### src/rtl/net_link_controller.sv
// Byte-wide four-phase handshake link to the Arduino network node.
// TX sends {dest[7:0], data[31:0]} as 5 bytes; RX assembles 5-byte frames into source ID + payload.
module net_link_controller #(
  parameter int TIMEOUT_CYCLES = 1000000
) (
  input  logic        clock,
  input  logic        reset,
  input  logic        send,
  input  logic [31:0] net_dest,
  input  logic [31:0] net_data,
  output logic [7:0]  tx_data,
  output logic        tx_valid,
  input  logic        tx_ack,
  input  logic [7:0]  rx_data,
  input  logic        rx_valid,
  output logic        rx_ack,
  output logic        busy,
  output logic        tx_error,
  output logic        rx_ready,
  output logic        rx_overrun,
  input  logic        rx_clear,
  output logic [7:0]  rx_source,
  output logic [31:0] net_data_arduino
);
  localparam logic [1:0]  T_IDLE  = 2'd0;
  localparam logic [1:0]  T_REQ   = 2'd1;
  localparam logic [1:0]  T_REL   = 2'd2;
  localparam logic [0:0]  R_IDLE  = 1'b0;
  localparam logic [0:0]  R_REL   = 1'b1;
  localparam logic [31:0] TIMEOUT = 32'(TIMEOUT_CYCLES);

  function automatic logic [7:0] tx_byte(input logic [2:0] idx, input logic [7:0] dest,
                                         input logic [31:0] data);
    case (idx)
      3'd0:    tx_byte = dest;
      3'd1:    tx_byte = data[31:24];
      3'd2:    tx_byte = data[23:16];
      3'd3:    tx_byte = data[15:8];
      default: tx_byte = data[7:0];
    endcase
  endfunction

  // Byte 0 lands in the top slot so the buffer reads as {source, payload}.
  function automatic logic [39:0] rx_insert(input logic [39:0] buf_in, input logic [2:0] idx,
                                            input logic [7:0] b);
    rx_insert = buf_in;
    case (idx)
      3'd0:    rx_insert[39:32] = b;
      3'd1:    rx_insert[31:24] = b;
      3'd2:    rx_insert[23:16] = b;
      3'd3:    rx_insert[15:8]  = b;
      default: rx_insert[7:0]   = b;
    endcase
  endfunction

  logic        tx_ack_meta_q, tx_ack_meta_d, tx_ack_sync_q, tx_ack_sync_d;
  logic        rx_valid_meta_q, rx_valid_meta_d, rx_valid_sync_q, rx_valid_sync_d;
  logic [1:0]  tx_state_q, tx_state_d;
  logic [2:0]  tx_idx_q, tx_idx_d;
  logic [31:0] tx_timer_q, tx_timer_d;
  logic [7:0]  tx_dest_q, tx_dest_d;
  logic [31:0] tx_word_q, tx_word_d;
  logic [7:0]  tx_data_q, tx_data_d;
  logic        tx_valid_q, tx_valid_d, busy_q, busy_d, tx_error_q, tx_error_d;
  logic [0:0]  rx_state_q, rx_state_d;
  logic [2:0]  rx_idx_q, rx_idx_d;
  logic [31:0] rx_timer_q, rx_timer_d;
  logic [39:0] rx_buf_q, rx_buf_d;
  logic        rx_ack_q, rx_ack_d, rx_ready_q, rx_ready_d, rx_overrun_q, rx_overrun_d;
  logic [7:0]  rx_source_q, rx_source_d;
  logic [31:0] rx_payload_q, rx_payload_d;
  logic        rx_commit_s;
  logic        unused_dest_s;

  assign unused_dest_s = ^net_dest[31:8];

  // Two-flop synchronizers for the asynchronous handshake inputs.
  always_comb begin
    tx_ack_meta_d   = tx_ack;
    tx_ack_sync_d   = tx_ack_meta_q;
    rx_valid_meta_d = rx_valid;
    rx_valid_sync_d = rx_valid_meta_q;
  end

  // TX FSM: request/release per byte, phase timer restarts on every state entry.
  always_comb begin
    tx_state_d = tx_state_q;
    tx_idx_d   = tx_idx_q;
    tx_timer_d = tx_timer_q + 32'd1;
    tx_dest_d  = tx_dest_q;
    tx_word_d  = tx_word_q;
    tx_data_d  = tx_data_q;
    tx_valid_d = tx_valid_q;
    busy_d     = busy_q;
    tx_error_d = tx_error_q;
    case (tx_state_q)
      T_IDLE: begin
        tx_timer_d = 32'd0;
        if (send) begin
          tx_dest_d  = net_dest[7:0];
          tx_word_d  = net_data;
          tx_error_d = 1'b0;
          busy_d     = 1'b1;
          tx_idx_d   = 3'd0;
          tx_state_d = T_REQ;
          tx_valid_d = 1'b1;
          tx_data_d  = tx_byte(3'd0, net_dest[7:0], net_data);
        end else begin
          tx_valid_d = 1'b0;
        end
      end
      T_REQ: begin
        if (tx_ack_sync_q) begin
          tx_state_d = T_REL;
          tx_valid_d = 1'b0;
          tx_timer_d = 32'd0;
        end else if (tx_timer_q == TIMEOUT) begin
          tx_state_d = T_IDLE;
          tx_valid_d = 1'b0;
          busy_d     = 1'b0;
          tx_error_d = 1'b1;
          tx_timer_d = 32'd0;
        end else begin
          tx_valid_d = 1'b1;
        end
      end
      T_REL: begin
        if (!tx_ack_sync_q) begin
          tx_timer_d = 32'd0;
          if (tx_idx_q == 3'd4) begin
            tx_state_d = T_IDLE;
            busy_d     = 1'b0;
          end else begin
            tx_idx_d   = tx_idx_q + 3'd1;
            tx_state_d = T_REQ;
            tx_valid_d = 1'b1;
            tx_data_d  = tx_byte(tx_idx_q + 3'd1, tx_dest_q, tx_word_q);
          end
        end else if (tx_timer_q == TIMEOUT) begin
          tx_state_d = T_IDLE;
          busy_d     = 1'b0;
          tx_error_d = 1'b1;
          tx_timer_d = 32'd0;
        end else begin
          tx_valid_d = 1'b0;
        end
      end
      default: begin
        tx_state_d = T_IDLE;
        tx_valid_d = 1'b0;
        busy_d     = 1'b0;
        tx_timer_d = 32'd0;
      end
    endcase
  end

  // RX FSM plus frame commit; a commit takes priority over a same-cycle rx_clear.
  always_comb begin
    rx_state_d   = rx_state_q;
    rx_idx_d     = rx_idx_q;
    rx_timer_d   = 32'd0;
    rx_buf_d     = rx_buf_q;
    rx_ack_d     = rx_ack_q;
    rx_ready_d   = rx_ready_q;
    rx_overrun_d = rx_overrun_q;
    rx_source_d  = rx_source_q;
    rx_payload_d = rx_payload_q;
    rx_commit_s  = 1'b0;
    case (rx_state_q)
      R_IDLE: begin
        if (rx_valid_sync_q) begin
          rx_buf_d   = rx_insert(rx_buf_q, rx_idx_q, rx_data);
          rx_ack_d   = 1'b1;
          rx_state_d = R_REL;
        end else if (rx_idx_q != 3'd0) begin
          if (rx_timer_q == TIMEOUT) begin
            rx_idx_d = 3'd0;
          end else begin
            rx_timer_d = rx_timer_q + 32'd1;
          end
        end else begin
          rx_timer_d = 32'd0;
        end
      end
      R_REL: begin
        if (!rx_valid_sync_q) begin
          rx_ack_d   = 1'b0;
          rx_state_d = R_IDLE;
          if (rx_idx_q == 3'd4) begin
            rx_commit_s = 1'b1;
            rx_idx_d    = 3'd0;
          end else begin
            rx_idx_d = rx_idx_q + 3'd1;
          end
        end else begin
          rx_ack_d = 1'b1;
        end
      end
      default: begin
        rx_state_d = R_IDLE;
        rx_ack_d   = 1'b0;
        rx_idx_d   = 3'd0;
      end
    endcase
    if (rx_commit_s) begin
      rx_source_d  = rx_buf_q[39:32];
      rx_payload_d = rx_buf_q[31:0];
      rx_ready_d   = 1'b1;
      rx_overrun_d = rx_overrun_q | rx_ready_q;
    end else if (rx_clear) begin
      rx_ready_d   = 1'b0;
      rx_overrun_d = 1'b0;
    end else begin
      rx_ready_d = rx_ready_q;
    end
  end

  // State registers with synchronous active-high reset.
  always_ff @(posedge clock) begin
    if (reset) begin
      tx_ack_meta_q   <= 1'b0;
      tx_ack_sync_q   <= 1'b0;
      rx_valid_meta_q <= 1'b0;
      rx_valid_sync_q <= 1'b0;
      tx_state_q      <= T_IDLE;
      tx_idx_q        <= 3'd0;
      tx_timer_q      <= 32'd0;
      tx_dest_q       <= 8'd0;
      tx_word_q       <= 32'd0;
      tx_data_q       <= 8'd0;
      tx_valid_q      <= 1'b0;
      busy_q          <= 1'b0;
      tx_error_q      <= 1'b0;
      rx_state_q      <= R_IDLE;
      rx_idx_q        <= 3'd0;
      rx_timer_q      <= 32'd0;
      rx_buf_q        <= 40'd0;
      rx_ack_q        <= 1'b0;
      rx_ready_q      <= 1'b0;
      rx_overrun_q    <= 1'b0;
      rx_source_q     <= 8'd0;
      rx_payload_q    <= 32'd0;
    end else begin
      tx_ack_meta_q   <= tx_ack_meta_d;
      tx_ack_sync_q   <= tx_ack_sync_d;
      rx_valid_meta_q <= rx_valid_meta_d;
      rx_valid_sync_q <= rx_valid_sync_d;
      tx_state_q      <= tx_state_d;
      tx_idx_q        <= tx_idx_d;
      tx_timer_q      <= tx_timer_d;
      tx_dest_q       <= tx_dest_d;
      tx_word_q       <= tx_word_d;
      tx_data_q       <= tx_data_d;
      tx_valid_q      <= tx_valid_d;
      busy_q          <= busy_d;
      tx_error_q      <= tx_error_d;
      rx_state_q      <= rx_state_d;
      rx_idx_q        <= rx_idx_d;
      rx_timer_q      <= rx_timer_d;
      rx_buf_q        <= rx_buf_d;
      rx_ack_q        <= rx_ack_d;
      rx_ready_q      <= rx_ready_d;
      rx_overrun_q    <= rx_overrun_d;
      rx_source_q     <= rx_source_d;
      rx_payload_q    <= rx_payload_d;
    end
  end

  assign tx_data          = tx_data_q;
  assign tx_valid         = tx_valid_q;
  assign busy             = busy_q;
  assign tx_error         = tx_error_q;
  assign rx_ack           = rx_ack_q;
  assign rx_ready         = rx_ready_q;
  assign rx_overrun       = rx_overrun_q;
  assign rx_source        = rx_source_q;
  assign net_data_arduino = rx_payload_q;
endmodule

### config.mk
export PLATFORM = sky130hd
export DESIGN_NAME = net_link_controller
export DESIGN_NICKNAME = d
export VERILOG_FILES = /design/src/rtl/net_link_controller.sv
export SDC_FILE = /design/constraint.sdc
export NUM_CORES = 1
export LEC_CHECK = 0
export ABC_AREA = 0
export CAP_MARGIN = 20
export CELL_PAD_IN_SITES_DETAIL_PLACEMENT = 1
export CELL_PAD_IN_SITES_GLOBAL_PLACEMENT = 1
export CORE_MARGIN = 2
export CORE_UTILIZATION = 44
export DETAILED_ROUTE_END_ITERATION = 10
export GPL_TIMING_DRIVEN = 1
export PLACE_DENSITY_LB_ADDON = 0.1
export SETUP_SLACK_MARGIN = 0.4
export SKIP_CTS_REPAIR_TIMING = 1
export SLEW_MARGIN = 15
export SYNTH_ARGS = -nofsm -noshare
export SYNTH_HDL_FRONTEND = slang
export SYNTH_SLANG_ARGS = --single-unit
export TNS_END_PERCENT = 30
### constraint.sdc
create_clock -name clock -period 4.7 [get_ports clock]
set_clock_uncertainty 0.05 [all_clocks]
set_input_delay 0.47 -clock clock [delete_from_list [all_inputs] [get_ports clock]]
set_output_delay 0.47 -clock clock [all_outputs]
set_load 0.03 [all_outputs]
* Word-level counts from Yosys, hierarchy flattened *
Cells that the tools add are included.

word-level totals
  register bits = 211
  input port bits = 78
  output and inout port bits = 54
  word-level logic and storage cells = 131

operators by class
  add/subtract/negate cells = 4
  equality and inequality tests = 25
  multiplexer cells = 52
  bitwise operators = 4
  reductions and logical operators = 20

operators with widths
  cell                   number
  $mux 32                3
  $add 32x1->32 const B  2
  $eq 32x20->1 const B   2
  $pmux 32 s2            1
  $pmux 8 s4             1
  $mux 1                 24
  $mux 3                 8
  $mux 8                 3
  $ne 2x2->1 const B     10
  $reduce_and 3->1       6
  $pmux 8 s2             1
  $eq 3x2->1 const B     4
  $pmux 3 s2             2
  $reduce_and 4->1       3
  $ne 3x3->1 const B     3
  $pmux 1 s3             3
  $mux 2                 4
  $add 3x1->3 const B    2
  $eq 3x1->1 const B     2
  $eq 3x3->1 const B     2
  $logic_not 3->1        2
  $pmux 2 s3             1
  $reduce_bool 3->1      2
  $reduce_or 5->1        1
  other kinds (9)        13

* Longest topological paths before layout *
Gate-level depths: netlist of run 1.

  depth after elaboration = 6
  mapped depth = 9
  mapped depth without buffers = 7

* Worst setup path before layout of run 1 *
No wires, ideal clock.

  path kind = reg2reg
  start point = register tx_idx_q[0]
  end point = register tx_data_q[6], in the netlist tx_data[6]
  setup time = 58 ps
  data arrival time = 1875 ps
  required time = 4592 ps
  path slack = 2717 ps
  cell stages (with the launch flop) = 10
  path buffers = 2
  clock period less this slack = 1983 ps
  cell sequence = dfxtp_1 inv_1 ha_1 clkbuf_1 nor4_1 or2_2 buf_4 a21oi_1 a2111oi_0 a31o_2

between the ends
  longest elaborated chain between the ends = 6
  elaborated cells on any way between the ends = 12
  those cells by class = 1 x add/sub; 5 x eq/ne; 4 x mux; 2 x reduce/logical

RTL lines
  item                                line  RTL
  from (decl)                         59    logic [2:0] tx_idx_q, tx_idx_d;
  from (signal assigned)              249   tx_idx_q <= tx_idx_d;
  $add 3x1->3                         137   tx_data_d = tx_byte(tx_idx_q + 3'd1, tx_dest_q, tx_word_q);
  $eq 3x2->1 (tied with other cells)  34    case (idx)
  $pmux 8 s4                          34
  $mux 8                              130   if (tx_idx_q == 3'd4) begin
  $mux 8                              128   if (!tx_ack_sync_q) begin
  $pmux 8 s2                          96    case (tx_state_q)
  to (signal assigned)                253   tx_data_q <= tx_data_d;
  to (decl)                           63    logic [7:0] tx_data_q, tx_data_d;

Several ways; a longest one is shown, not always the timed one. The select of a mux whose other input is x is not followed.
A chain may end at the register's enable or synchronous reset.

* Worst setup path in the final report of run 1 *
  start point = register tx_state_q[0]
  end point = register tx_data_q[5], in the netlist tx_data[5]

between the ends
  longest elaborated chain between the ends = 3
  elaborated cells on any way between the ends = 8
  those cells by class = 4 x eq/ne; 1 x mux; 3 x reduce/logical

RTL lines
  item                                                              line  RTL
  from (decl)                                                       58    logic [1:0] tx_state_q, tx_state_d;
  from (signal assigned)                                            248   tx_state_q <= tx_state_d;
  $eq 2x2->1 or $logic_not 2->1 (tied branches)                     96
  $ne 2x2->1 (no source line) or $reduce_bool 2->1 (tied branches)  --
  $reduce_and 4->1 (no source line)                                 --

Several ways; a longest one is shown, not always the timed one.

==> results of run 1 <==
[how the worst max path moves through the flow]
stage | to | slack (ps) | start | depth (start not counted)
2_1_floorplan | tx_data[6] | 2720 | tx_idx_q[0] | 9
3_3_place_gp | tx_data[5] | 1930 | tx_state_q[0] | 7
3_5_place_dp | tx_data[3] | 1860 | tx_state_q[0] | 7
4_1_cts | rx_timer_q[13] | 1870 | rx_timer_q[0] | 7
5_1_grt | tx_data[5] | 1830 | tx_state_q[0] | 7
6_report | tx_data[5] | 2120 | tx_state_q[0] | 7
[registers in the layout, indices dropped and copies added, names as in the netlist, 8 cells and up]
name,cells
tx_word_q,32
tx_data,8
rx_buf_q,40
tx_dest_q,8
net_data_arduino,32
rx_timer_q,32
tx_timer_q,32
rx_source,8
[layer usage]
layer	GRT usage [%]	wire length (µm)
met2	37.67	11170
met1	28.08	10610
met4	4.369	384
met5	0	0
met3	2.781	656
[final cells by class]
type	instances	area, µm²	area share, %
multi-input cells	757	4283	39.28
flip-flops and latches	211	4224	38.74
repair buffers	114	1139	10.44
clock buffers	36	734.5	6.736
well taps	265	331.6	3.041
inverters	26	97.59	0.8950
clock inverters	4	95.09	0.8721
[cells in the final DEF, fill, tap and decap left out, drive strengths merged, types with 2 or more instances in the layout]
cell type | synthesis | final
a22oi | 18 | 18
xnor2 | 29 | 29
inv | 25 | 25
bufinv | 0 | 3
ha | 18 | 18
nand4 | 20 | 20
nor2 | 111 | 111
clkbuf | 39 | 36
nor4 | 17 | 17
mux2i | 24 | 24
o21a | 2 | 2
or3 | 4 | 4
clkdlybuf4s50 | 0 | 106
a21oi | 128 | 128
or4 | 2 | 2
xor2 | 30 | 30
or2 | 4 | 4
nand2b | 5 | 5
o22ai | 3 | 3
dfxtp | 211 | 211
nor2b | 11 | 11
nor4b | 6 | 6
clkinv | 1 | 2
nand2 | 212 | 212
a2111oi | 8 | 8
a31o | 8 | 8
buf | 25 | 8
and4 | 6 | 6
nor3 | 17 | 17
and3 | 11 | 11
nand3 | 42 | 42
o21ai | 9 | 9
[kinds of logic after synthesis]
logic type               count (synthesis)
adder cells (fa/ha/maj)                 18
multiplexers                            25
flip-flops                             211
XOR/XNOR                                59
buffers and inverters                   90
AND/OR/NAND/NOR                        473
AO/OA/AOI/OAI                          182
[worst register-to-register path, cell delays in order (launching register included)]
cell,delay [ps]
dfxtp_1,340
inv_1,90
ha_1,650
nand2b_1,200
a21oi_1,290
o21ai_2,260
a2111oi_0,480
a31o_2,170
[metrics by stage]
| step | utilization, % | worst slack [ps] |
|---|---|---|
| after floorplan | - | 2717 |
| after global placement | 51.08 | 1932 |
| after detailed placement | 51.22 | 1865 |
| after CTS | 55.44 | 1871 |
| after global routing | 55.48 | 1826 |
| final | 55.48 | 2119 |
[power by group]
group	total, mW	switching, mW	internal (mW)
clock	1.93	0.705	1.23
combinational	0.259	0.150	0.109
sequential	1.86	0.0252	1.83
total	4.05	0.880	3.17
==> flow_metrics.py, run 1 <==
metrics = {
    "clock_network": {
        "h-tree-depth": 1,
        "clk_pin_slew_worst_paths_ps": 60,
        "cts_buffer_depth": 3,
        "tritoncts": "yes",
        "cts.sinks": 211,
        "clk_root_buffer_cell": "clkbuf_16",
        "clk_latency_ps": 500,
        "cts_buffers": 23,
    },
    "placed_design": {
        "dpl.hpwl_mm": 14.93,
        "portBuffers": 107,
        "place_area_um2": 10070,
        "gp_congestion": 0.8150,
        "place_inst": 1372,
    },
    "run_status": {
        "status": "completed",
    },
    "synthesis": {
        "synth_top_family_by_area": "simple AND/OR/NAND/NOR gates",
        "ys_async_sr_fraction_pct": 0,
        "synth_enable_flop_cells": 0,
        "ys_types": 54,
        "yosysTopAreaCell": "dfxtp_1",
        "synth-compound-area-share_pct": 11.78,
        "synth_warnings": 0,
        "synth_nets": 1154,
        "synth_simple_gate_area_share_pct": 25.12,
        "synth_top_area_share_pct": 47.59,
        "synth-main-ff-cell": "dfxtp_1",
        "syn_avg_cell_area_um2": 8.389,
        "synth_seq_cells": 211,
        "yosysMostFrequentCell": "nand2_1",
        "ys_top_cells_by_area": "dfxtp_1, nand2_1, a21oi_1",
        "synth_commonest_cells": "nand2_1, dfxtp_1, a21oi_1",
        "synth_xor_area_share_pct": 5.906,
        "syn_area_um2": 8876,
        "yosys.area_share.adder_pct": 2.537,
        "syn_inst": 1058,
        "synth_mux_area_share_pct": 2.833,
        "ys_seq_area_share_pct": 47.59,
    },
    "floorplanning": {
        "die_w_um": 146.0,
        "initial_core_util_pct": 45.16,
        "core-area_um2": 19650,
        "die_y_um": 146.0,
        "io_pins": 132,
        "dieArea_um2": 21320,
        "rows": 51,
    },
    "sta": {
        "timing.final.crit_share_pct": 54.92,
        "min_period_ps": 2581,
        "setup_viol": 0,
        "drv_slew": 0,
        "hold-worst-slack_ps": 390.6,
        "rsz0062_at_grt": "no",
        "setup_tns_ps": 0,
        "fmax_mhz": 387.4,
        "worst_pin_slew_ps": 1003,
        "slew_headroom_pct": 33.16,
        "hold_viol": 0,
    },
    "layout": {
        "stdcell_count": 1413,
        "area_growth_pct": 22.85,
        "antenna_cells": 0,
        "drive_gt1_share_pct": 7.143,
        "fin_nets": 1229,
        "final_cell_area_um2": 10900,
        "fill_cells": 2356,
    },
    "setup_path": {
        "cp_data_required_time_ps": 5090,
        "path_cells": "inv_1, ha_1, nand2b_1, a21oi_1, o21ai_2, a2111oi_0, a31o_2",
        "worst_path_max_delay_cell": "ha_1",
        "rrSetupSlack_ps": 2120,
        "cp_top_family": "compound AO/OA/AOI/OAI gates",
        "critPathArrivalTime_ps": 2970,
        "crit_buf_inv": 1,
        "r2r-end": "tx_data[5]",
        "crit-reg2reg-launch": "tx_state_q[0]",
        "end_kind": "flop",
        "crit_path_start_kind": "flop",
        "critPathMaxFanout": 25,
        "reg2reg_depth": 7,
        "max_stage_delay_ps": 650,
        "setup.worst_path.class": "flop to flop",
    },
    "global_routing": {
        "grt_pass1_vias": 7646,
        "overflow": 0,
        "grt_pass1_wl_mm": 38.67,
        "grt_max_degree": 99,
        "antenna_found_initial": 0,
        "grt_use_total_pct": 21.33,
    },
    "hold_path": {
        "hold_class": "input port to flop",
        "min_path_cells": 2,
        "hold_end": "tx_ack_meta_q",
        "hold_start": "reset",
    },
    "pwr": {
        "p_leak_nw": 3.640,
        "total_power_mw": 4.048,
        "powerDensity_nw_per_um2": 371.2,
        "peakVddDrop_v": 0.0003044,
    },
    "drt": {
        "vias_per_cell": 5.296,
        "dr.first_iter.drc_count": 271,
        "drcViolationCount": 0,
        "drt_first_pass_iters": 4,
        "post_drt_wl_per_cell_um": 16.15,
        "antenna_left": 0,
        "vias": 7483,
        "wl_mm": 22.82,
    },
    "run": {
        "drv_cap": 0,
    },
}
No activity file was read; power rests on OpenSTA's default activity.
==> inputs of run 2 (changes only) <==
Settings changed: CORE_UTILIZATION 44 to 37.
Clock period 4.7 ns to 2.3 ns, I/O delays scaled along.
==> run 2 against run 1 <==
Compared with the run above:
- combinational power is 140% higher
- final cell count up 6.7%
- largest cell class unchanged
- clock power grew 98%
- global-route usage decreased by 3.4 points
- register-to-register slack lost 1800 ps
==> flow_metrics.py, run 2 (same netlist as run 1, synthesis figures left out) <==
metrics = {
    "run_status": {
        "status": "completed",
    },
    "drt": {
        "post_drt_wl_per_cell_um": 16.08,
        "drcViolationCount": 0,
        "drt_first_pass_iters": 4,
        "vias": 7606,
        "antenna_left": 0,
        "wl_mm": 24.25,
        "vias_per_cell": 5.044,
        "dr.first_iter.drc_count": 353,
    },
    "global_routing": {
        "grt_pass1_vias": 7474,
        "overflow": 0,
        "grt_pass1_wl_mm": 38.58,
        "grt_util_met3_pct": 2.795,
        "grt_use_total_pct": 17.95,
        "grt_max_degree": 88,
        "grt.busiest_layer": "met2",
        "use_met1_pct": 24.80,
        "antenna_found_initial": 0,
        "met2_usage_pct": 29.91,
    },
    "layout": {
        "largest_reg_flops": 40,
        "regMostFlops": "rx_buf_q",
        "fill_cells": 2735,
        "final_util_pct": 50.77,
        "fin_nets": 1267,
        "layout_common_cells": "nand2_1, dfxtp_1, a21oi_1",
        "drive_gt1_share_pct": 16.06,
        "antenna_cells": 0,
        "stdcell_count": 1508,
        "area_growth_pct": 34.66,
        "mostFrequentLayoutCell": "nand2_1",
    },
    "sta": {
        "hold-worst-slack_ps": 98.62,
        "worst_slack_ps": 290.9,
        "min_period_ps": 2009,
        "timing.final.crit_share_pct": 87.35,
        "worst_pin_slew_ps": 661.6,
        "setup_tns_ps": 0,
        "fmax_mhz": 497.7,
        "rsz0062_at_grt": "yes",
        "slew_headroom_pct": 55.49,
        "setup_viol": 0,
        "drv_slew": 0,
        "hold_viol": 0,
    },
    "pwr": {
        "p_leak_nw": 3.989,
        "p_comb_share_pct": 7.6,
        "powerDensity_nw_per_um2": 690.6,
        "peakVddDrop_v": 0.0005146,
        "switchingPower_mw": 1.950,
        "p_int_mw": 6.304,
        "p_clk_share_pct": 46.4,
        "sw_frac_of_total_pct": 23.62,
        "power.sequential.fraction_pct": 46.0,
    },
    "floorplanning": {
        "rows": 56,
        "io_pins": 132,
        "core-area_um2": 23540,
        "die_w_um": 158.9,
        "die_y_um": 158.9,
        "dieArea_um2": 25240,
        "initial_core_util_pct": 37.70,
    },
    "clock_network": {
        "clk_latency_ps": 510,
        "h-tree-depth": 1,
        "tritoncts": "yes",
        "cts_buffers": 24,
        "clk_pin_slew_worst_paths_ps": 60,
        "clk_root_buffer_cell": "clkbuf_16",
        "cts.sinks": 211,
        "cts_buffer_depth": 3,
    },
    "setup_path": {
        "critPathArrivalTime_ps": 2410,
        "setup.worst_path.class": "flop to flop",
        "end_kind": "flop",
        "cp_data_required_time_ps": 2700,
        "crit_path_start_kind": "flop",
        "critPathMaxFanout": 8,
    },
    "placed_design": {
        "portBuffers": 107,
        "dp_slack_ps": 131.3,
        "place_inst": 1443,
        "dpl.hpwl_mm": 15.41,
        "gp_congestion": 0.7412,
    },
    "hold_path": {
        "hold_class": "input port to flop",
    },
    "run": {
        "drv_cap": 0,
    },
}
run 2: critical path, stage by stage, from the launching register on:
cell	delay, ps
dfxtp_2	340
inv_2	50
ha_4	140
nor4b_4	120
nand4_1	110
nor4_2	60
buf_4	150
or4b_4	620
clkbuf_16	210
nor2_1	90
run 2: metal layers:
layer	part of all wire, %	wire (µm)
met1	48	11590
met2	48	11560
met3	3.3	807
met4	1.2	296
met5	0	0
run 2: cell type report:
class	instances	area (µm²)	share of cell area, %
Multi-Input combinational cell	757	4832	40.43
Clock inverter	9	78.83	0.6595
Sequential cell	211	4245	35.52
Inverter	26	102.6	0.8584
Tap cell	319	399.1	3.339
Clock buffer	35	723.2	6.050
Timing Repair Buffer	151	1572	13.15
run 2: stage by stage:
step | power, mW | cell area (µm²)
global placement | 4.411 | 10280
CTS | 8.293 | 11080
floorplan | 4.160 | 8879
finish | 8.254 | 11950
detailed placement | 4.417 | 10280
global route | 8.613 | 11950
run 2: worst paths after layout:
check / start / end / slack, ps / cells after the start
setup / recovery: rx_timer_q[0] / rx_timer_q[17] / 290 / 9
hold / removal: reset / tx_ack_meta_q / 100 / 2
setup reg to reg: rx_timer_q[0] / rx_timer_q[17] / 290 / 9
hold reg to reg: rx_timer_q[0] / rx_timer_q[0] / 370 / 1
run 2: power by group through the flow:
stage | combinational, mW | clock [mW] | sequential [mW]
finish | 0.627 | 3.83 | 3.79
global route | 0.686 | 4.12 | 3.80
CTS | 0.546 | 3.95 | 3.79
detailed placement | 0.543 | 0 | 3.87
global placement | 0.538 | 0 | 3.87
floorplan | 0.264 | 0 | 3.90
==> inputs of run 3 (changes only) <==
Settings changed: REMOVE_ABC_BUFFERS set to 1, SKIP_CTS_REPAIR_TIMING 1 to unset, SLEW_MARGIN 15 to unset.
==> run 3 against run 2 <==
Compared with the run above:
- total power increased by 0.20%
- register-to-register slack better by 90 ps
- maximum frequency grew 4.5%
- core utilization decreased by 0.82 points
- via count is 0.49% higher
- clock power grew 2%
- largest power group unchanged
==> flow_metrics.py, run 3 (same netlist as run 1, synthesis figures left out) <==
metrics = {
    "pwr": {
        "p_clk_share_pct": 47.3,
        "peakVddDrop_v": 0.0005719,
        "p_leak_nw": 3.957,
        "sw_frac_of_total_pct": 23.04,
        "p_int_mw": 6.365,
        "p_comb_share_pct": 6.9,
        "switchingPower_mw": 1.906,
        "powerDensity_nw_per_um2": 703.3,
        "power.sequential.fraction_pct": 45.8,
    },
    "drt": {
        "post_drt_wl_per_cell_um": 15.93,
        "vias": 7643,
        "antenna_left": 0,
        "drcViolationCount": 0,
        "drt_first_pass_iters": 4,
        "vias_per_cell": 5.082,
        "wl_mm": 23.96,
        "dr.first_iter.drc_count": 276,
    },
    "setup_path": {
        "setup.worst_path.class": "flop to flop",
        "worst_path_max_delay_cell": "or4b_4",
        "cp_data_required_time_ps": 2710,
        "max_stage_delay_ps": 570,
        "critPathMaxFanout": 8,
        "crit_buf_inv": 2,
        "cp_top_family": "simple AND/OR/NAND/NOR gates",
        "path_cells": "inv_2, ha_4, nor4b_4, nand4_1, nor4_4, or4b_4, clkbuf_16, nor2_1",
        "crit_path_start_kind": "flop",
        "end_kind": "flop",
        "critPathArrivalTime_ps": 2330,
    },
    "layout": {
        "drive_gt1_share_pct": 16.12,
        "antenna_cells": 0,
        "area_growth_pct": 32.49,
        "stdcell_count": 1504,
        "largest_reg_flops": 40,
        "fin_nets": 1263,
        "regMostFlops": "rx_buf_q",
        "mostFrequentLayoutCell": "nand2_1",
        "layout_common_cells": "nand2_1, dfxtp_1, a21oi_1",
    },
    "sta": {
        "drv_slew": 0,
        "fmax_mhz": 520.0,
        "slew_headroom_pct": 61.44,
        "timing.final.crit_share_pct": 83.60,
        "rsz0062_at_grt": "yes",
        "hold_viol": 0,
        "min_period_ps": 1923,
        "worst_pin_slew_ps": 578.4,
        "setup_viol": 0,
        "hold-worst-slack_ps": 207.4,
    },
    "hold_path": {
        "hold_class": "input port to flop",
    },
    "clock_network": {
        "cts_buffers": 24,
        "clk_root_buffer_cell": "clkbuf_16",
        "cts.sinks": 211,
        "clk_pin_slew_worst_paths_ps": 60,
        "cts_buffer_depth": 3,
        "h-tree-depth": 1,
        "tritoncts": "yes",
        "clk_latency_ps": 520,
    },
    "floorplanning": {
        "die_y_um": 158.9,
        "rows": 56,
        "initial_core_util_pct": 37.70,
        "dieArea_um2": 25240,
        "core-area_um2": 23540,
        "die_w_um": 158.9,
        "io_pins": 132,
    },
    "placed_design": {
        "portBuffers": 107,
        "place_inst": 1447,
        "dpl.hpwl_mm": 14.80,
        "gp_congestion": 0.7490,
    },
    "global_routing": {
        "overflow": 0,
        "grt_util_met3_pct": 2.665,
        "use_met1_pct": 24.40,
        "grt_max_degree": 110,
        "grt_use_total_pct": 18.07,
        "met2_usage_pct": 30.59,
        "antenna_found_initial": 0,
        "grt.busiest_layer": "met2",
        "grt_pass1_wl_mm": 38.81,
        "grt_pass1_vias": 7673,
    },
    "run": {
        "drv_cap": 0,
    },
    "run_status": {
        "status": "completed",
    },
}
run 3: cell types whose count changed in the layout (fill, tap and decap cells not counted), sizes merged:
cell | before | now
buf | 40 | 38
clkinvlp | 2 | 0
clkinv | 7 | 6
dlygate4sd3 | 0 | 1
run 3: layer usage:
layer	up-vias	routed length, µm
met2	92	11420
met5	-	0
met3	29	627
li1	3795	-
met4	0	430
met1	3727	11480
run 3: area by class of cell:
cell class	instances	area, µm²
Tap cell	319	399.1
Inverter	26	100.1
Sequential cell	211	4253
Fill cell	2739	11780
Clock buffer	38	764.5
Timing Repair Buffer	147	1484
Multi-Input combinational cell	757	4705
Clock inverter	6	55.05
run 3: worst paths after layout:
path | startpoint | to | slack, ps | depth (start not counted)
hold reg to reg | rx_valid_meta_q | rx_valid_sync_q | 390 | 1
setup reg to reg | rx_timer_q[0] | rx_timer_q[16] | 380 | 8
hold / removal | net_data[5] | tx_word_q[5] | 210 | 3
setup / recovery | rx_timer_q[0] | rx_timer_q[16] | 380 | 8
run 3: timing repair:
action	in CTS	in global routing
setup endpoints to repair	59	107
gates cloned	0	3
endpoints found under the hold margin	7	0
buffers inserted	3	6
hold buffers	1	0
pin swaps	5	17
gates resized for setup	31	94
run 3: worst reg2reg max path: cells and delay by family (launching register included):
kind,cells,cell delay (ps)
fa+ha+maj,1,150
buf+inv,2,270
flops,1,370
simple gates,5,1020
run 3: stage by stage:
step,utilization [%],setup slack (ps),area [µm²],TNS [ps],total power [mW]
final,49.95,377.1,11760,0,8.271
after global routing,49.95,286.2,11760,0,8.589
after CTS,47.84,359.3,11260,0,8.369
after detailed placement,43.79,18.75,10310,0,4.415
after global placement,43.79,146.2,10310,0,4.407
after floorplan,-,-118.3,8598,-1083,4.113
run 3: power groups by stage:
stage / Clock (mW) / Combinational, mW / Sequential [mW]
after floorplan: 0 / 0.217 / 3.90
after global placement: 0 / 0.534 / 3.87
after detailed placement: 0 / 0.542 / 3.87
after CTS: 4.02 / 0.556 / 3.79
after global routing: 4.16 / 0.631 / 3.80
final: 3.91 / 0.572 / 3.79
